### src/rtl/mmio_arbiter_if.sv
// Request/response signals for both masters plus the shared bridge data port.
interface mmio_arbiter_if;
    logic        m0_req;
    logic [31:0] m0_addr;
    logic [31:0] m0_wdata;
    logic [3:0]  m0_byteen;
    logic [31:0] m0_rdata;
    logic        m0_ack;
    logic        m1_req;
    logic [31:0] m1_addr;
    logic [31:0] m1_wdata;
    logic [3:0]  m1_byteen;
    logic [31:0] m1_rdata;
    logic        m1_ack;
    logic [31:0] bus_addr;
    logic [31:0] bus_wdata;
    logic [3:0]  bus_byteen;
    logic [31:0] bus_rdata;
    logic [1:0]  bus_owner;

    modport slave (
        input  m0_req, m0_addr, m0_wdata, m0_byteen,
        input  m1_req, m1_addr, m1_wdata, m1_byteen,
        input  bus_rdata,
        output m0_rdata, m0_ack, m1_rdata, m1_ack,
        output bus_addr, bus_wdata, bus_byteen, bus_owner
    );

    modport master (
        output m0_req, m0_addr, m0_wdata, m0_byteen,
        output m1_req, m1_addr, m1_wdata, m1_byteen,
        output bus_rdata,
        input  m0_rdata, m0_ack, m1_rdata, m1_ack,
        input  bus_addr, bus_wdata, bus_byteen, bus_owner
    );
endinterface

### src/rtl/mmio_arbiter.sv
// Two-master MMIO arbiter: one transaction at a time, ack LATENCY+1 cycles after the IDLE sample; late requesters wait.
// ARB_FIXED_PRIO_EN selects master-0-wins ties instead of round-robin.
module mmio_arbiter #(
    parameter int LATENCY = 1
) (
    input  logic           clk,
    input  logic           reset,
    mmio_arbiter_if.slave  mmio
);
    typedef enum logic [1:0] {IDLE, BUSY, RESP} state_t;

    localparam logic [3:0] CNT_LOAD = 4'(LATENCY - 1);

    state_t      state, state_nxt;
    logic [3:0]  cnt, cnt_nxt;
    logic        last_grant;
    logic        owner_m1;
    logic [31:0] addr_q, wdata_q;
    logic [3:0]  byteen_q;
    logic [31:0] rdata0_q, rdata1_q;
    logic        grant_vld, grant_m1;
    logic        m0_ack, m1_ack;
    logic [3:0]  bus_byteen;
    logic [1:0]  bus_owner;

    always_comb begin
        grant_vld  = mmio.m0_req | mmio.m1_req;
`ifdef ARB_FIXED_PRIO_EN
        grant_m1   = mmio.m1_req & ~mmio.m0_req;
`else
        grant_m1   = mmio.m1_req & (~mmio.m0_req | ~last_grant);
`endif
        state_nxt  = state;
        cnt_nxt    = cnt;
        m0_ack     = 1'b0;
        m1_ack     = 1'b0;
        bus_byteen = 4'h0;
        bus_owner  = 2'b00;
        case (state)
            IDLE: begin
                if (grant_vld) begin
                    state_nxt = BUSY;
                    cnt_nxt   = CNT_LOAD;
                end
            end
            BUSY: begin
                bus_owner = owner_m1 ? 2'b10 : 2'b01;
                // Only the first BUSY cycle carries byte enables so a write lands once.
                if (cnt == CNT_LOAD) bus_byteen = byteen_q;
                if (cnt == 4'd0) state_nxt = RESP;
                else             cnt_nxt   = cnt - 4'd1;
            end
            RESP: begin
                bus_owner = owner_m1 ? 2'b10 : 2'b01;
                m0_ack    = ~owner_m1;
                m1_ack    = owner_m1;
                state_nxt = IDLE;
            end
            default: state_nxt = IDLE;
        endcase
    end

    always_ff @(posedge clk) begin
        if (reset) begin
            state      <= IDLE;
            cnt        <= 4'd0;
            last_grant <= 1'b1;
            owner_m1   <= 1'b0;
            addr_q     <= 32'h0;
            wdata_q    <= 32'h0;
            byteen_q   <= 4'h0;
            rdata0_q   <= 32'h0;
            rdata1_q   <= 32'h0;
        end else begin
            state <= state_nxt;
            cnt   <= cnt_nxt;
            if (state == IDLE && grant_vld) begin
                last_grant <= grant_m1;
                owner_m1   <= grant_m1;
                addr_q     <= grant_m1 ? mmio.m1_addr   : mmio.m0_addr;
                wdata_q    <= grant_m1 ? mmio.m1_wdata  : mmio.m0_wdata;
                byteen_q   <= grant_m1 ? mmio.m1_byteen : mmio.m0_byteen;
            end
            if (state == BUSY && cnt == 4'd0) begin
                if (owner_m1) rdata1_q <= mmio.bus_rdata;
                else          rdata0_q <= mmio.bus_rdata;
            end
        end
    end

    assign mmio.m0_ack     = m0_ack;
    assign mmio.m1_ack     = m1_ack;
    assign mmio.m0_rdata   = rdata0_q;
    assign mmio.m1_rdata   = rdata1_q;
    assign mmio.bus_addr   = addr_q;
    assign mmio.bus_wdata  = wdata_q;
    assign mmio.bus_byteen = bus_byteen;
    assign mmio.bus_owner  = bus_owner;
endmodule

### src/flat_wrapper.sv
// flat-port wrapper written by rule: the top's interface ports become plain ports
module mmio_arbiter_flat 
#(
    parameter int LATENCY = 1
)
  (clk, reset, mmio_m0_req, mmio_m0_addr, mmio_m0_wdata, mmio_m0_byteen, mmio_m1_req, mmio_m1_addr, mmio_m1_wdata, mmio_m1_byteen, mmio_bus_rdata, mmio_m0_rdata, mmio_m0_ack, mmio_m1_rdata, mmio_m1_ack, mmio_bus_addr, mmio_bus_wdata, mmio_bus_byteen, mmio_bus_owner);
  mmio_arbiter_if mmio_i ();
  input  logic clk;
  input  logic reset;
  input wire logic [$bits(mmio_i.m0_req)-1:0] mmio_m0_req;
  input wire logic [$bits(mmio_i.m0_addr)-1:0] mmio_m0_addr;
  input wire logic [$bits(mmio_i.m0_wdata)-1:0] mmio_m0_wdata;
  input wire logic [$bits(mmio_i.m0_byteen)-1:0] mmio_m0_byteen;
  input wire logic [$bits(mmio_i.m1_req)-1:0] mmio_m1_req;
  input wire logic [$bits(mmio_i.m1_addr)-1:0] mmio_m1_addr;
  input wire logic [$bits(mmio_i.m1_wdata)-1:0] mmio_m1_wdata;
  input wire logic [$bits(mmio_i.m1_byteen)-1:0] mmio_m1_byteen;
  input wire logic [$bits(mmio_i.bus_rdata)-1:0] mmio_bus_rdata;
  output wire logic [$bits(mmio_i.m0_rdata)-1:0] mmio_m0_rdata;
  output wire logic [$bits(mmio_i.m0_ack)-1:0] mmio_m0_ack;
  output wire logic [$bits(mmio_i.m1_rdata)-1:0] mmio_m1_rdata;
  output wire logic [$bits(mmio_i.m1_ack)-1:0] mmio_m1_ack;
  output wire logic [$bits(mmio_i.bus_addr)-1:0] mmio_bus_addr;
  output wire logic [$bits(mmio_i.bus_wdata)-1:0] mmio_bus_wdata;
  output wire logic [$bits(mmio_i.bus_byteen)-1:0] mmio_bus_byteen;
  output wire logic [$bits(mmio_i.bus_owner)-1:0] mmio_bus_owner;
  assign mmio_i.m0_req = mmio_m0_req;
  assign mmio_i.m0_addr = mmio_m0_addr;
  assign mmio_i.m0_wdata = mmio_m0_wdata;
  assign mmio_i.m0_byteen = mmio_m0_byteen;
  assign mmio_i.m1_req = mmio_m1_req;
  assign mmio_i.m1_addr = mmio_m1_addr;
  assign mmio_i.m1_wdata = mmio_m1_wdata;
  assign mmio_i.m1_byteen = mmio_m1_byteen;
  assign mmio_i.bus_rdata = mmio_bus_rdata;
  assign mmio_m0_rdata = mmio_i.m0_rdata;
  assign mmio_m0_ack = mmio_i.m0_ack;
  assign mmio_m1_rdata = mmio_i.m1_rdata;
  assign mmio_m1_ack = mmio_i.m1_ack;
  assign mmio_bus_addr = mmio_i.bus_addr;
  assign mmio_bus_wdata = mmio_i.bus_wdata;
  assign mmio_bus_byteen = mmio_i.bus_byteen;
  assign mmio_bus_owner = mmio_i.bus_owner;
  mmio_arbiter #(.LATENCY(LATENCY)) u_core (.clk(clk), .reset(reset), .mmio(mmio_i));
endmodule
### config.mk
export PLATFORM = sky130hd
export DESIGN_NAME = mmio_arbiter_flat
export DESIGN_NICKNAME = d
export VERILOG_FILES = /design/src/rtl/mmio_arbiter_if.sv /design/src/rtl/mmio_arbiter.sv /design/src/flat_wrapper.sv
export SDC_FILE = /design/constraint.sdc
export NUM_CORES = 1
export LEC_CHECK = 0
export BUFFER_PORTS_ARGS = -buffer_cell sky130_fd_sc_hd__buf_2
export CAP_MARGIN = 25
export CORE_AREA = 2 2 120 122
export DETAILED_ROUTE_END_ITERATION = 7
export DIE_AREA = 0 0 122 124
export PLACE_DENSITY = 0.85
export SETUP_SLACK_MARGIN = 0.4
export SYNTH_ARGS = -nofsm -noshare
export SYNTH_HDL_FRONTEND = slang
export SYNTH_SLANG_ARGS = --single-unit
### constraint.sdc
create_clock -name clk -period 5.8 [get_ports clk]
set_input_delay 1.45 -clock clk [delete_from_list [all_inputs] [get_ports clk]]
set_output_delay 1.45 -clock clk [all_outputs]
set_load 0.02 [all_outputs]
==> results of run 1 <==
==> worst max-delay path, delay by kind of cell (launching register included) <==
family                     cells  cell delay (ns)
DFF                            1             0.32
and+or+nand+nor                2             0.63
buffers and inverters          2             0.26
adders and majority gates      1             0.45
==> power groups by stage <==
stage	clock network [mW]	registers [mW]	logic, mW
floorplan	0	1.31	0.418
global placement	0	1.17	0.805
detailed placement	0	1.18	0.818
CTS	1.12	1.16	0.821
global route	1.16	1.17	0.897
finish	1.10	1.16	0.819
==> flip-flops by register name, indices dropped and copies added (netlist names) <==
| register | count |
|---|---|
| u_core.mmio.m0_rdata | 32 |
| u_core.state | 2 |
| u_core.byteen_q | 4 |
| u_core.owner_m1 | 1 |
| u_core.mmio.bus_wdata | 32 |
| u_core.cnt | 4 |
| u_core.mmio.bus_addr | 32 |
| u_core.last_grant | 1 |
| u_core.mmio.m1_rdata | 32 |
==> worst paths after layout <==
| kind | to | slack [ns] | depth (start not counted) |
|---|---|---|---|
| setup / recovery | mmio_bus_byteen[2] | 2.27 | 5 |
| hold / removal | u_core.mmio.m1_rdata[0] | 0.47 | 2 |
| setup reg to reg | u_core.mmio.bus_wdata[28] | 3.21 | 6 |
| hold reg to reg | u_core.mmio.m1_rdata[0] | 0.47 | 2 |
==> kinds of logic (layout without fill, tap and decap cells) <==
kind of cell / Yosys count / in the layout / share of synthesized area, %
adder cells (fa/ha/maj): 4 / 4 / 0.8423
other: 0 / 5 / 0
AND/OR/NAND/NOR: 164 / 164 / 13.20
multiplexers: 68 / 68 / 11.45
AO/OA/AOI/OAI: 216 / 216 / 21.48
flip-flops: 140 / 140 / 47.17
buffers and inverters: 75 / 352 / 5.854
==> metal layers <==
metal | share of wire, % | up-vias
li1 | - | 2947
met1 | 39 | 2740
met2 | 48 | 302
met3 | 11 | 40
met4 | 2.7 | 4
met5 | 0.13 | -
==> area by class of cell <==
cell class,instances,area (sq um)
multi-input cells,452,2815
clock buffers,18,429.2
clock inverters,14,168.9
diodes,5,12.51
fillers,1209,5647
repair buffers,315,1599
well taps,180,225.2
flip-flops and latches,140,2804
inverters,5,18.77
==> placed cells by master (no fill, tap or decap), types with 2 or more instances in the layout <==
cell,instances
clkinvlp_4,2
a31oi_1,4
mux2i_1,68
a211oi_1,68
clkinv_4,3
clkinv_2,4
nor3_1,2
diode_2,5
or3b_2,3
clkbuf_16,17
bufinv_16,3
a21oi_1,67
dfxtp_1,139
o21ai_0,70
inv_1,4
nor2b_1,6
inv_6,2
buf_2,306
nor3b_1,2
nor2_1,71
ha_1,4
nand3_1,66
and2_1,6
buf_4,9
==> reports/results.txt, run 1 <==
status - finished, final reports clean
clock share of power - 35.8%
Worst VDD drop - 212.9 uV
M1 GR Usage - 27.38%
Switching Share - 33.34%
CP max FO - 14
Post-Synthesis Cells - 667
CTS resizes - 0
total grt overflow - 0
crit path kind - register to output port
NetSw - 1.027 mW
Final Wtd Congestion - 0.8470
Final Power - 3.080 mW
area of the mapped netlist - 5942 sq um
dpl cells - 1092
Die Wd - 122 um
Seq pwr share - 37.6%
CP required - 4.35 ns
syn_area_per_cell - 8.908 sq um
yosys warns - 0
Max Transition Viols Final - 0
Final Hold Vio Count - 0
minimum clock period - 3.532 ns
Synth top cells by count - 140 x dfxtp_1, 71 x nor2_1, 70 x o21ai_0
post-synth top area cell - dfxtp_1
PortBufs - 307
HP Start - u_core.mmio.m1_rdata[0]
initial antenna violation count - 7
fin nets - 1107
Layout Utilization - 58.84%
Core ar. - 13720 sq um
die area - 15130 sq um
Seq/Total Area, Yosys - 47.17%
crit-path cells - inv_1 > ha_1 > and4bb_2 > and2_1 > buf_2
drt total wl - 18470 um
Detail Placement HPWL - 13050 um
fin area - 8073 sq um
post-CTS setup buffers - 0
fin worst setup slack - 2.268 ns
Pre-antenna DRT Iters - 5
number of synthesized flops with an enable pin - 0
Area Overhead vs Synth - 35.86%
CP Capture Type - output port
Via density - 5.344
Gate power share - 26.6%
Static Leak - 3.647 nW
Hold WS - 0.4723 ns
RSZ-0062 raised after global routing - no
Max Buffers Root-to-Sink - 2
Routed Antenna Nets - 0
slowest CP cell - ha_1
clock skew - 0.008059 ns
Die Span Y - 124 um
GRT met2 Usage - 36.10%
reg2reg start - u_core.state[0]
synth unique cells - 37
CP Launch Type - register
ys flop type - dfxtp_1
M3 GR Usage - 9.341%
slowest stage delay, CP - 0.45 ns
final setup fails - 0
Yosys reg bits - 140
clock root buffer - clkbuf_16
max cap viols - 0
io pins - 308
clk sink count - 140
vias in the first global route - 5314
syn_nets - 843
Routed WL per cell - 16.36 um
Internal Power - 2.053 mW
f_max - 0.2831 GHz
setup slack at placement - 2.370 ns
TritonCTS clock tree - done
clk slew on worst S/H paths - 0.06 ns
Placed Area - 7462 sq um
crit share post-route - 60.90%
most numerous cell in the Yosys netlist - dfxtp_1
DR vias - 6033
ranking of synthesized cells by area - dfxtp_1 47%, mux2i_1 11%, a211oi_1 8.6%
Hold-fix buffers, CTS - 0
H-tree depth - 4
final setup TNS - 0 ns
drt drc - 0
GR peak layer - met2
share of the synthesized area in the top cell type - 47.17%
Worst EP arrival - 2.08 ns
normalized max-slew margin - 39.83%
Clock Latency Late Sink - 0.41 ns
GRT Overall Usage - 22.96%
first-pass GRT wire length - 27240 um
share of layout cells above drive strength 1 - 37.61%
initial core utilization - 43.31%
Hold WC Path Type - register to register
Worst Tran Pin Value - 0.9026 ns
Post-Layout Cell Count - 1129
Synth async-reset ratio - 0%
Critical path origin - u_core.state[1]
largest net degree at the start of global routing - 88
initial DRC count - 507
row count - 43
TritonCTS buffer count - 17
Pwr Density - 381.5 nW/um^2
No activity file was read; power rests on OpenSTA's default activity.
==> inputs of run 2 (changes only) <==
- CORE_AREA: 2 2 120 122 -> not set
- CORE_MARGIN: not set -> 2
- CORE_UTILIZATION: not set -> 45
- DIE_AREA: 0 0 122 124 -> not set
- PLACE_DENSITY: 0.85 -> 0.88
- clock period: 5.8 -> 3.51 ns (I/O delays scaled with it)
==> reports/results.txt, run 2 (same netlist as run 1, synthesis figures left out) <==
minimum clock period - 2.909 ns
routed wl met3 - 1798 um (-8.3%)
Top delay family on crit path - simple AND/OR/NAND/NOR gates
TritonCTS buffer count - 17 (unchanged)
Fill cells - 1044 (-14%)
Layout Utilization - 63.50% (+4.7 points)
clock skew - 0.01019 ns (+0.002134 ns)
DR top layer - met5
Clock Latency Late Sink - 0.42 ns (about the same)
H-tree depth - 4 (unchanged)
RR Endpoint - u_core.mmio.m1_rdata[3]
normalized max-slew margin - 40.10% (+0.27 points)
CP Capture Type - output port
vias in the first global route - 5570 (+4.8%)
initial DRC count - 522 (+3.0%)
CP required - 2.63 ns (-1.72 ns)
Core ar. - 12770 sq um (-6.9%)
Reg2Reg Setup Slack - 1.44 ns (-1.77 ns)
PortBufs - 307 (unchanged)
Worst VDD drop - 508.6 uV (+140%)
Final Hold Vio Count - 0 (unchanged)
CP max FO - 14 (unchanged)
TritonCTS clock tree - done
most frequent cells in the layout - 306 x buf_2, 139 x dfxtp_1, 71 x nor2_1
Die Wd - 118.9 um (-2.5%)
slowest CP cell - and4bb_2
RSZ-0062 raised after global routing - no
initial core utilization - 46.52% (+3.2 points)
clk sink count - 140 (unchanged)
crit share post-route - 82.87%
drt drc - 0 (unchanged)
first-pass GRT wire length - 28210 um (+3.5%)
Worst Tran Pin Value - 0.8986 ns (-0.004058 ns)
HP Start - u_core.mmio.m1_rdata[1]
max cap viols - 0 (unchanged)
Detail Placement HPWL - 13100 um (+0.36%)
GRT Overall Usage - 25.01% (+2.0 points)
row count - 41 (-4.7%)
final setup fails - 0 (unchanged)
fin nets - 1109 (+0.18%)
DR vias - 6064 (+0.51%)
clock root buffer - clkbuf_16
Hold Path Sink - u_core.mmio.m1_rdata[1]
initial antenna violation count - 4 (-3)
Max Buffers Root-to-Sink - 2 (unchanged)
slowest stage delay, CP - 0.50 ns (+0.05 ns)
Post-Layout Cell Count - 1120 (-0.80%)
Routed Antenna Nets - 0 (unchanged)
total grt overflow - 0 (unchanged)
final setup TNS - 0 ns (unchanged)
reg2reg start - u_core.state[1]
DR WL met2 - 9203 um (+4.1%)
Area Overhead vs Synth - 36.51%
io pins - 308 (unchanged)
post-CTS setup buffers - 0 (unchanged)
Pwr Density - 635.7 nW/um^2 (+67%)
share of layout cells above drive strength 1 - 37.84% (+0.24 points)
footprint of the multi-input gates - 2818 sq um (about the same)
CP Launch Type - register
most common cell after layout, fill and taps aside - buf_2
Via density - 5.414 (+1.3%)
dpl cells - 1086 (-0.55%)
Met1 Wirelength - 7010 um (-2.1%)
largest net degree at the start of global routing - 87 (-1.1%)
crit-path cells - inv_1 > ha_2 > and4bb_2 > and2_1 > buf_2
Static Leak - 3.668 nW (+0.56%)
Hold WC Path Type - register to register
WP buf/inv - 2 (unchanged)
worst r2r path cells - 6 (unchanged)
hold depth - 2 (unchanged)
Worst EP arrival - 2.03 ns (-0.05 ns)
Max Transition Viols Final - 0 (unchanged)
Pre-antenna DRT Iters - 7 (+2)
Routed WL per cell - 16.49 um (+0.83%)
Final Wtd Congestion - 0.7986 (-5.7%)
drt total wl - 18470 um (about the same)
Die Span Y - 118.9 um (-4.1%)
crit path kind - register to output port
sequential cell area - 2804 sq um (unchanged)
f_max - 0.3438 GHz
clk slew on worst S/H paths - 0.06 ns (about the same)
status - finished, final reports clean
die area - 14140 sq um (-6.5%)
-- run 2: worst max-delay path by stage --
stage / depth (start not counted) / slack (ns) / endpoint / from
3_5_place_dp: 5 / 0.89 / mmio_bus_byteen[1] / u_core.state[1]
6_report: 5 / 0.60 / mmio_bus_byteen[1] / u_core.state[1]
5_1_grt: 5 / 0.47 / mmio_bus_byteen[1] / u_core.state[1]
2_1_floorplan: 7 / 1.13 / mmio_bus_byteen[0] / u_core.cnt[0]
4_1_cts: 5 / 0.42 / mmio_bus_byteen[1] / u_core.state[1]
3_3_place_gp: 5 / 0.96 / mmio_bus_byteen[1] / u_core.state[1]
-- run 2: per-layer routing --
layer	vias up	GRT usage (%)
met5	-	0
met4	2	9.747
met3	39	9.100
met2	304	43.14
met1	2763	28.02
li1	2956	-
-- run 2: cell type report --
cell class              count  area share, %
flip-flops and latches    140          34.57
diodes                      2        0.06170
clock buffers              18          5.291
inverters                   5         0.2314
clock inverters            14          2.252
repair buffers            317          20.21
multi-input cells         452          34.74
well taps                 172          2.653
-- run 2: power breakdown --
group	internal, mW	total, mW	switching [mW]
clock	1.13	1.86	0.725
sequential	1.80	1.92	0.112
combinational	0.484	1.38	0.897
total	3.42	5.16	1.73
-- run 2: repair_timing --
| action | CTS | global route |
|---|---|---|
| hold buffers | 0 | 0 |
| gates resized for setup | 0 | 1 |
| setup endpoints to repair | 0 | 4 |
-- run 2: worst min-delay path: stages (launching register included) --
cell and delay (ns):
dfxtp_1 0.30, o21ai_0 0.06, a21oi_1 0.06
-- run 2: stage by stage --
step	hold slack [ns]	setup WS, ns	power [mW]	area, sq um
2_1_floorplan	0.4737	1.133	2.861	5942
3_3_place_gp	0.4569	0.9558	3.288	7492
3_5_place_dp	0.4630	0.8908	3.316	7492
4_1_cts	0.4716	0.4199	5.174	8104
5_1_grt	0.4838	0.4660	5.396	8112
6_report	0.4711	0.6012	5.157	8112
==> inputs of run 3 (changes only) <==
- ABC_AREA: not set -> 1
- CORE_AREA: not set -> 2 2 121 123
- CORE_MARGIN: 2 -> not set
- CORE_UTILIZATION: 45 -> not set
- DIE_AREA: not set -> 0 0 123 125
- PLACE_DENSITY: 0.88 -> 0.84
- clock period: 3.51 -> 2.8 ns (I/O delays scaled with it)
==> reports/results.txt, run 3 <==
status - finished, final reports clean
CP Capture Type - output port
GRT Overall Usage - 22.77% (-2.2 points)
CP Depth - 6 (+1)
syn_nets - 999 (+19%)
reg2reg start - u_core.state[1]
Worst EP arrival - 1.61 ns (-0.42 ns)
Die Span Y - 125 um (+5.1%)
ys flop type - dfxtp_1
M3 GR Usage - 8.257% (-0.84 points)
Clock Latency Late Sink - 0.41 ns (about the same)
ranking of synthesized cells by area - dfxtp_1 47%, a21oi_1 11%, o21ai_0 9.6%
Static Leak - 4.017 nW (+9.5%)
Hold WC Path Type - register to register
max cap viols - 0 (unchanged)
slowest CP cell - dfxtp_1
hold depth - 2 (unchanged)
vias in the first global route - 5899 (+5.9%)
Synth async-reset ratio - 0% (unchanged)
crit-path cells - inv_1 > ha_1 > nand4_1 > buf_4 > nor2_1 > buf_2
Top delay family on crit path - buffers and inverters
fin nets - 1272 (+15%)
CP Launch Type - register
clock skew - 0.006371 ns (-0.003822 ns)
drt drc - 0 (unchanged)
Max Buffers Root-to-Sink - 2 (unchanged)
Hold WS - 0.4559 ns (-0.01523 ns)
H-tree depth - 4 (unchanged)
clock root buffer - clkbuf_16
Final Wtd Congestion - 0.8777 (+9.9%)
slowest stage delay, CP - 0.32 ns (-0.18 ns)
CP max FO - 5 (-9)
post-synth top area cell - dfxtp_1
Worst Tran Pin Value - 0.7000 ns (-0.1985 ns)
Die Wd - 123 um (+3.4%)
number of synthesized flops with an enable pin - 0 (unchanged)
total grt overflow - 0 (unchanged)
share of the synthesized area in the top cell type - 46.91% (-0.26 points)
TritonCTS clock tree - done
Synth top cells by count - 140 x dfxtp_1, 137 x a21oi_1, 115 x o21ai_0
GRT met2 Usage - 37.47% (-5.7 points)
GR peak layer - met2
PortBufs - 307 (unchanged)
syn_area_per_cell - 7.259 sq um (-19%)
share of layout cells above drive strength 1 - 32.73% (-5.1 points)
most common cell after layout, fill and taps aside - buf_2
first-pass GRT wire length - 28080 um (-0.44%)
crit share post-route - 82.38%
WP buf/inv - 3 (+1)
initial antenna violation count - 3 (-1)
clk sink count - 140 (unchanged)
Post-Synthesis Cells - 823 (+23%)
final setup fails - 0 (unchanged)
Worst VDD drop - 463.2 uV (-8.9%)
Routed Antenna Nets - 0 (unchanged)
TritonCTS buffer count - 17 (unchanged)
Critical path origin - u_core.cnt[0]
row count - 44 (+7.3%)
initial DRC count - 311 (-40%)
synth unique cells - 24 (-35%)
final setup TNS - 0 ns (unchanged)
area of the mapped netlist - 5974 sq um (+0.55%)
DR vias - 6348 (+4.7%)
Final Hold Vio Count - 0 (unchanged)
crit path kind - register to output port
yosys warns - 0 (unchanged)
HP Start - u_core.mmio.m0_rdata[3]
Core ar. - 14200 sq um (+11%)
M1 GR Usage - 26.65% (-1.4 points)
Reg2Reg Setup Slack - 0.85 ns (-0.59 ns)
io pins - 308 (unchanged)
initial core utilization - 42.06% (-4.5 points)
largest net degree at the start of global routing - 104 (+20%)
Area Overhead vs Synth - 36.31%
clk slew on worst S/H paths - 0.06 ns (about the same)
CP required - 2.10 ns (-0.53 ns)
Via density - 4.902 (-9.5%)
Pwr Density - 948.9 nW/um^2 (+49%)
Yosys reg bits - 140 (unchanged)
Routed WL per cell - 13.78 um (-16%)
f_max - 0.4335 GHz
Max Transition Viols Final - 0 (unchanged)
Seq/Total Area, Yosys - 46.91% (-0.26 points)
drt total wl - 17850 um (-3.4%)
die area - 15380 sq um (+8.7%)
minimum clock period - 2.307 ns
most frequent cells in the layout - 306 x buf_2, 139 x dfxtp_1, 136 x a21oi_1
worst r2r path cells - 8 (+2)
normalized max-slew margin - 53.33% (+13 points)
Pre-antenna DRT Iters - 5 (-2)
most numerous cell in the Yosys netlist - dfxtp_1
RSZ-0062 raised after global routing - yes
Detail Placement HPWL - 12460 um (-4.9%)
-- run 3: kinds of logic (layout without fill, tap and decap cells) --
group                      Yosys count  in the layout  share of synthesized area (%)
buffers and inverters              155            441                          11.69
AOI/OAI and AO/OA                  274            274                          23.02
other                                0              2                              0
adders and majority gates            4              4                         0.8377
and+or+nand+nor                    250            250                          17.55
DFF                                140            140                          46.91
-- run 3: layout make-up --
class	instances	area (sq um)
inverters	89	334.1
well taps	184	230.2
clock inverters	14	160.2
multi-input cells	528	2497
flip-flops and latches	140	2804
repair buffers	320	1674
fillers	1337	6060
clock buffers	18	439.2
diodes	2	5.005
-- run 3: worst register-to-register path: stages (launching register included) --
cell	delay (ns)
dfxtp_1	0.32
inv_1	0.12
ha_1	0.27
o21ai_2	0.11
inv_2	0.29
buf_12	0.31
o21ai_0	0.19
a21oi_1	0.17
nor2_1	0.05
-- run 3: path summary, 6_finish.rpt --
check,endpoint
setup / recovery,mmio_bus_byteen[3]
setup reg to reg,u_core.mmio.bus_wdata[0]
hold reg to reg,u_core.mmio.m0_rdata[3]
hold / removal,u_core.mmio.m0_rdata[3]
-- run 3: report_power, final --
part / switching (mW) / internal, mW
registers: 0.230 / 2.44
clock network: 0.923 / 1.35
logic: 1.85 / 0.934
total: 3.00 / 4.73
-- run 3: timing repair --
item,CTS,global route
resized for setup,0,4
setup buffers,2,0
hold buffers,0,0
pin swaps,1,0
endpoints found under the setup margin,4,4
-- run 3: stage by stage --
stage | instances | setup WS [ns] | area, sq um | power (mW) | utilization (%)
after floorplan | 823 | 0.8418 | 5974 | 4.675 | -
after global placement | 1259 | 0.6895 | 7508 | 5.381 | 52.86
after detailed placement | 1259 | 0.5808 | 7508 | 5.433 | 52.86
after CTS | 1293 | 0.4232 | 8123 | 7.739 | 57.19
after global routing | 1295 | 0.3960 | 8144 | 8.240 | 57.34
final | 1295 | 0.4933 | 8144 | 7.728 | 57.34
-- run 3: layer usage --
metal / vias to the layer above / wire, um
met5: - / 13
met4: 2 / 431
met3: 35 / 1828
met2: 285 / 8486
met1: 2789 / 7085
li1: 3237 / -
